## src/rtl/exec_seq.sv

```systemverilog
// Execution-state sequencer: steps an instruction through one-hot execution
// states, runs memory/I/O handshakes with a wait timeout, and hands off to the FPU.
module exec_seq #(
  parameter int unsigned TIMEOUT = 255
) (
  input  logic __clk,
  input  logic clr,
  input  logic ir_valid,
  input  logic step,
  input  logic ewz,
  input  logic ew$,
  input  logic ewe,
  input  logic ewa,
  input  logic ewp,
  input  logic ewr,
  input  logic ewm,
  input  logic eww,
  input  logic ewx,
  input  logic ekc_1,
  input  logic ekc_2,
  input  logic efp,
  input  logic mem_ok,
  input  logic io_ok,
  input  logic fp_done,
  input  logic abort,
  output logic pp,
  output logic we,
  output logic wr,
  output logic ww,
  output logic wm,
  output logic wp,
  output logic wx,
  output logic wa,
  output logic wz,
  output logic w$,
  output logic idle,
  output logic kc,
  output logic mem_req,
  output logic mem_wr,
  output logic io_req,
  output logic fp_start,
  output logic alarm,
  output logic seq_err
);

  localparam int unsigned CNT_W = 8;

  typedef enum logic [3:0] {
    S_IDLE, S_PP, S_WE, S_WR, S_WW, S_WM, S_WP, S_WX, S_WA, S_WZ, S_WD, S_FP, S_KC
  } state_e;

  state_e             state_q, state_d, tgt;
  logic [CNT_W-1:0]   cnt_q, cnt_d;
  logic               alarm_q, alarm_d;
  logic               seq_err_q, seq_err_d;
  logic               fp_start_q, fp_start_d;
  logic               adv, wait_st, enter;
  logic [8:0]         ew;

  assign ew = {ewz, ew$, ewe, ewa, ewp, ewr, ewm, eww, ewx};

  // Target state of a single enter request; only used when ew is one-hot.
  always_comb begin
    tgt = S_IDLE;
    if (ewz) tgt = S_WZ;
    if (ew$) tgt = S_WD;
    if (ewe) tgt = S_WE;
    if (ewa) tgt = S_WA;
    if (ewp) tgt = S_WP;
    if (ewr) tgt = S_WR;
    if (ewm) tgt = S_WM;
    if (eww) tgt = S_WW;
    if (ewx) tgt = S_WX;
  end

  always_comb begin
    state_d    = state_q;
    alarm_d    = alarm_q;
    seq_err_d  = seq_err_q;
    adv        = 1'b0;
    wait_st    = 1'b0;
    case (state_q)
      S_IDLE:  if (ir_valid) state_d = S_PP;
      S_WR,
      S_WW: begin
        wait_st = 1'b1;
        adv     = mem_ok;
      end
      S_WM: begin
        wait_st = 1'b1;
        adv     = io_ok;
      end
      S_FP:    adv = fp_done;
      S_KC:    state_d = ir_valid ? S_PP : S_IDLE;
      default: adv = step;
    endcase

    if (adv) begin
      if (state_q == S_FP || ekc_1 || ekc_2) begin
        state_d = S_KC;
      end else if ($onehot(ew) && !efp) begin
        state_d = tgt;
      end else if (efp && ew == 9'd0) begin
        state_d = S_FP;
      end else begin
        seq_err_d = 1'b1;
        state_d   = S_KC;
      end
    end else if (wait_st && (cnt_q + CNT_W'(1)) == CNT_W'(TIMEOUT)) begin
      alarm_d = 1'b1;
      state_d = S_KC;
    end

    // Cancel wins over every decision made above.
    if (abort) begin
      state_d   = S_IDLE;
      alarm_d   = alarm_q;
      seq_err_d = seq_err_q;
    end

    // Any transition, including re-entry at an advance point, restarts the wait count.
    enter = adv | abort | (state_d != state_q);
    if (enter)        cnt_d = '0;
    else if (wait_st) cnt_d = cnt_q + CNT_W'(1);
    else              cnt_d = cnt_q;

    fp_start_d = (state_d == S_FP) && (state_q != S_FP);
  end

  always_ff @(posedge __clk) begin
    if (clr) begin
      state_q    <= S_IDLE;
      cnt_q      <= '0;
      alarm_q    <= 1'b0;
      seq_err_q  <= 1'b0;
      fp_start_q <= 1'b0;
    end else begin
      state_q    <= state_d;
      cnt_q      <= cnt_d;
      alarm_q    <= alarm_d;
      seq_err_q  <= seq_err_d;
      fp_start_q <= fp_start_d;
    end
  end

  assign idle     = (state_q == S_IDLE);
  assign pp       = (state_q == S_PP);
  assign we       = (state_q == S_WE);
  assign wr       = (state_q == S_WR);
  assign ww       = (state_q == S_WW);
  assign wm       = (state_q == S_WM);
  assign wp       = (state_q == S_WP);
  assign wx       = (state_q == S_WX);
  assign wa       = (state_q == S_WA);
  assign wz       = (state_q == S_WZ);
  assign w$       = (state_q == S_WD);
  assign kc       = (state_q == S_KC);
  assign mem_req  = (state_q == S_WR) || (state_q == S_WW);
  assign mem_wr   = (state_q == S_WW);
  assign io_req   = (state_q == S_WM);
  assign fp_start = fp_start_q;
  assign alarm    = alarm_q;
  assign seq_err  = seq_err_q;

endmodule

```

## config.mk

```make
export PLATFORM = sky130hd
export DESIGN_NAME = exec_seq
export DESIGN_NICKNAME = d
export VERILOG_FILES = /design/src/rtl/exec_seq.sv
export SDC_FILE = /design/constraint.sdc
export NUM_CORES = 1
export LEC_CHECK = 0
export BUFFER_PORTS_ARGS = -buffer_cell sky130_fd_sc_hd__buf_2
export CAP_MARGIN = 20
export CORE_UTILIZATION = 50
export CTS_CLUSTER_DIAMETER = 40
export CTS_CLUSTER_SIZE = 25
export DETAILED_ROUTE_END_ITERATION = 12
export PLACE_DENSITY_LB_ADDON = 0.15
export SLEW_MARGIN = 30
export SYNTH_ARGS = -nofsm -noshare
export SYNTH_HDL_FRONTEND = slang
export SYNTH_SLANG_ARGS = --single-unit
```

## constraint.sdc

```tcl
create_clock -name __clk -period 10.45 [get_ports __clk]
set_input_delay 1.045 -clock __clk [delete_from_list [all_inputs] [get_ports __clk]]
set_output_delay 1.045 -clock __clk [all_outputs]
set_load 0.01 [all_outputs]
```

==> reports/metrics.cfg, run 1 <==
[detailed_routing]
drt-total-wl_um = 2880
drt_iter0_drc = 38
wl_per_cell_um = 12.0
postRouteAntennaNets = 0
dr.pass1.iters = 4
vias_per_cell = 5.43
drc_errors = 0
vias = 1303

[yosys]
yosysSeqAreaShare = 0.229
synth.top_cell.area_share = 0.229
ys_ff_latch = 15
ys_warn_count = 0
synth.avg_cell_area_um2 = 7.46
yosysTopAreaCell = dfxtp_1
synth_cell_types = 43
netlist_top_cells_area = dfxtp_1 (23%), nor2_1 (9.7%), fa_1 (7.6%), xor2_1 (6.0%), ha_1 (5.7%)
syn_area_um2 = 1310
syn_inst = 176
syn_nets = 207

[hold_path]
hold_path.class = register to register

[power]
ir_worst_vdd_v = 0.0000795
power.density_nw_per_um2 = 94.5
leakagePower_nw = 0.701
p_total_w = 0.000142

[sta]
whs_ps = 481
drv_slew = 0
fin_crit_sh = 0.440
hold_violations = 0
tns_ps = 0
fmax_mhz = 218
worstMarginPinSlew_ps = 719
relSlewSlack = 0.520
min_period_ps = 4590
rsz0062_at_grt = no
setup_viol = 0
finClkSkew_ps = 3.84

[floorplanning]
rows = 18
die_h_um = 53.3
core-area_um2 = 2480
dieWidth_um = 53.3
ios = 38
initial_core_util = 0.530
dieArea_um2 = 2840

[clock_tree]
clockRootBuffer = clkbuf_4
clk_pin_slew_ps = 80
post_cts_buffers = 0
cts_resized = 0
cts_max_path_buffers = 2
tritoncts = done
cts_buffers = 3
htree_levels = 1
cts_hold_buf = 0
insertion_delay_ps = 280
clock-sinks = 15

[setup_path]
critPathArrivalTime_ps = 4790
cp.required_ps = 10640
startpoint_type = primary input
crit_type = primary input to register
end_kind = register
path_max_fanout = 4

[flow_run]
maxCapViolCount = 0

[global_routing]
grt_pass1_vias = 1233
grt_pass1_wl_um = 5010
track_usage = 0.242
grt_max_degree = 11
overflow = 0
antenna_found_initial = 0

[place]
io_buffers = 37
gp_congestion = 0.863
dp_hpwl_um = 2310

[cells_and_area]
most-common-layout-cells = buf_2 (37), nor2_1 (34), inv_1 (17), dfxtp_1 (15), nand2_1 (14)
layout-drive-gt1-share = 0.233
layout_commonest_cell = buf_2
layout.nets = 242
syn_to_final_growth_pct = 14.7
antennaDiodeCount = 0

[outcome]
status = finished clean

==> synthesized netlist by cell type <==
cell       number
ha_1            6
dfxtp_1        15
a41oi_1         1
a211oi_1        2
or2_2           1
nor3_1          6
nand4_1         2
o311ai_1        1
xnor2_1         1
and3_1          6
or4_4           1
and4_4          1
o21bai_1        1
and3b_1         1
o2111ai_1       1
or3_1           1
a311oi_1        1
o21ai_0         6
or2_4           1
a31o_1          1
o211ai_1        1
and2_1          1
buf_6           3
a21oi_1         5
inv_2           1
a31oi_1         4
xor2_1          9
mux2i_1         1
nor3b_1         1
o21ai_1         1
nor4_1          2
fa_1            5
a211oi_2        1
nor2_2          1
nand2_1        14
nor2_1         34
buf_4           4
a31o_2          1
o22ai_1         4
nor2b_1         3
nand2b_1        4
inv_1          17
nand3_1         3
==> routing by layer <==
metal	vias up	routed length (um)	global-route usage
li1	666	-	-
met1	578	1290	0.283
met2	51	1380	0.421
met3	8	154	0.0632
met4	0	49	0.0789
met5	-	0	0
==> area by class of cell <==
class,count,area (um2)
repair buffers,37,185
well taps,30,37.5
fillers,242,971
inverters,18,67.6
multi-input cells,136,890
clock buffers,4,26.3
flip-flops and latches,15,300
==> registers in the layout, summed over array words and instances (netlist names) <==
register and flops:
cnt_q 8, alarm 1, seq_err 1, fp_start 1, state_q 4
==> power breakdown <==
group	internal (W)	switching, W	total (W)
logic	0.0000207	0.0000284	0.0000492
clock network	0.0000148	0.0000181	0.0000330
registers	0.0000582	0.00000207	0.0000602
==> logic make-up after synthesis <==
group           Yosys count  synth area share
simple gates             83             0.308
compound gates           31             0.156
buf+inv                  25             0.100
flops                    15             0.229
fa+ha+maj                11             0.133
xor+xnor                 10            0.0667
mux                       1           0.00762
==> worst max-delay path, cell delays in order <==
cell and delay, ps:
buf_2 100, inv_1 70, fa_1 560, fa_1 430
fa_1 440, inv_1 80, fa_1 180, inv_1 50
fa_1 380, nor3b_1 230, a21oi_1 120, nor3_1 350
o21ai_0 180, o22ai_1 190, o2111ai_1 140, nor4_1 230
==> through the flow <==
step / std cells / utilization / cell area (um2) / worst slack (ps)
4_1_cts: 240 / 0.608 / 1510 / 5870
3_3_place_gp: 236 / 0.594 / 1470 / 5760
2_1_floorplan: 176 / - / 1310 / 6020
5_1_grt: 240 / 0.608 / 1510 / 5590
6_report: 240 / 0.608 / 1510 / 5860
3_5_place_dp: 236 / 0.597 / 1480 / 5560
==> path summary, 6_finish.rpt <==
path / start / cells after the start / endpoint / slack (ps)
setup reg to reg: state_q[2]$_SDFF_PP0_ / 6 / cnt_q[1]$_SDFFE_PP0N_ / 8190
setup / recovery: ewz / 16 / fp_start$_SDFF_PP0_ / 5860
hold / removal: alarm$_SDFFE_PP0P_ / 2 / alarm$_SDFFE_PP0P_ / 480
hold reg to reg: alarm$_SDFFE_PP0P_ / 2 / alarm$_SDFFE_PP0P_ / 480
Note: power is estimated with default switching activity, not from simulation.
==> inputs of run 2 (changes only) <==
- CORE_UTILIZATION: 50 -> 47
- clock period: 10.45 -> 4.2 ns (I/O delays scaled with it)
==> reports/metrics.cfg, run 2 (synthesized netlist as in run 1, its figures left out) <==
[detailed_routing]
vias_per_cell = 5.39
drt-total-wl_um = 2900
vias = 1299
wl_per_cell_um = 12.0
maxUsedRoutingLayer = met3
wl_met1_um = 1380
drc_errors = 0
dr.pass1.iters = 4
postRouteAntennaNets = 0
route.met2.wl_um = 1430
drt_iter0_drc = 23
wl_met3_um = 95

[setup_path]
worst_path_max_delay_cell = fa_1
path_cells = buf_2, inv_1, fa_1, fa_1, fa_1, inv_1, fa_1, inv_1, fa_1, nor3b_1, a21oi_1, or3_1, a311oi_1, o22ai_1, o2111ai_1, nor4_1
cpPeakStageDelay_ps = 550
crit_type = primary input to register
crit_path_frequent_cell = fa_1
cp.required_ps = 4380
path_max_fanout = 3
crit_start = ewz
rr_startpoint = state_q[2]$_SDFF_PP0_
end_kind = register
critPathArrivalTime_ps = 4040
path_delay_family = adder cells
startpoint_type = primary input
critical_path_buf_inv_count = 4

[cells_and_area]
layout.nets = 243
largest_reg_flops = 8
layout_commonest_cell = buf_2
antennaDiodeCount = 0
reg_top3 = cnt_q (8), state_q (4)
final_cells = 241
syn_to_final_growth_pct = 15.3
most-common-layout-cells = buf_2 (37), nor2_1 (34), inv_1 (17), dfxtp_1 (15), nand2_1 (14)
largest-register = cnt_q
layout-drive-gt1-share = 0.242

[floorplanning]
die_h_um = 54.9
ios = 38
rows = 18
dieArea_um2 = 3010
initial_core_util = 0.512
dieWidth_um = 54.9
core-area_um2 = 2570

[hold_path]
worstHoldStart = clr
hold_path.class = primary input to register

[global_routing]
antenna_found_initial = 0
overflow = 0
grt_pass1_wl_um = 4570
grt_max_degree = 11
grt_pass1_vias = 1127
track_usage = 0.208

[sta]
hold_violations = 0
finClkSkew_ps = 3.63
min_period_ps = 3870
fmax_mhz = 259
whs_ps = 357
tns_ps = 0
rsz0062_at_grt = no
setup_viol = 0
fin_crit_sh = 0.920
drv_slew = 0
worstMarginPinSlew_ps = 729
relSlewSlack = 0.513

[clock_tree]
clockRootBuffer = clkbuf_4
cts_max_path_buffers = 2
cts_buffers = 3
htree_levels = 1
cts_resized = 0
post_cts_buffers = 0
insertion_delay_ps = 290
cts_hold_buf = 0
clock-sinks = 15
clk_pin_slew_ps = 100
tritoncts = done

[power]
power.density_nw_per_um2 = 237
p_total_w = 0.000359
ir_worst_vdd_v = 0.000167
leakagePower_nw = 0.709

[place]
io_buffers = 37
gp_congestion = 0.880
placed_cells = 237
dp_hpwl_um = 2390

[flow_run]
maxCapViolCount = 0

[outcome]
status = finished clean

## run 2: metal layers
layer,track usage,vias up
li1,-,668
met1,0.253,607
met2,0.382,24
met3,0.0222,0
met4,0.0513,0
met5,0,-
## run 2: cell type report
class	count	area, um2
clock buffer	3	22.5
clock inverter	1	5.00
fill	260	1050
inverter	18	67.6
multi-input combinational	136	890
sequential	15	300
tap	30	37.5
timing repair buffer	38	193
## run 2: power breakdown
| group | internal [W] | switching [W] | total (W) |
|---|---|---|---|
| clock network | 0.0000354 | 0.0000499 | 0.0000853 |
| logic | 0.0000538 | 0.0000701 | 0.000124 |
| registers | 0.000145 | 0.00000510 | 0.000150 |
| total | 0.000234 | 0.000125 | 0.000359 |
## run 2: worst register-to-register path: stages (launching register included)
cell and delay [ps]:
dfxtp_1 510, nand2b_1 330, a21oi_1 120, o21ai_1 150, o311ai_2 260, or4_4 620
a211oi_2 210
## run 2: stage by stage
step                instance area, um2  utilization  setup slack (ps)
global route                      1520        0.590              72.6
global placement                  1480        0.577               110
finish                            1520        0.590               334
CTS                               1520        0.590               318
floorplan                         1310            -               392
detailed placement                1490        0.579              37.2
## run 2: worst paths after layout
kind                           endpoint  slack (ps)  cells after the start
setup / recovery    fp_start$_SDFF_PP0_         330                     16
hold / removal       alarm$_SDFFE_PP0P_         360                      2
setup reg to reg  cnt_q[1]$_SDFFE_PP0N_        1930                      6
hold reg to reg    seq_err$_SDFFE_PP0P_         480                      2
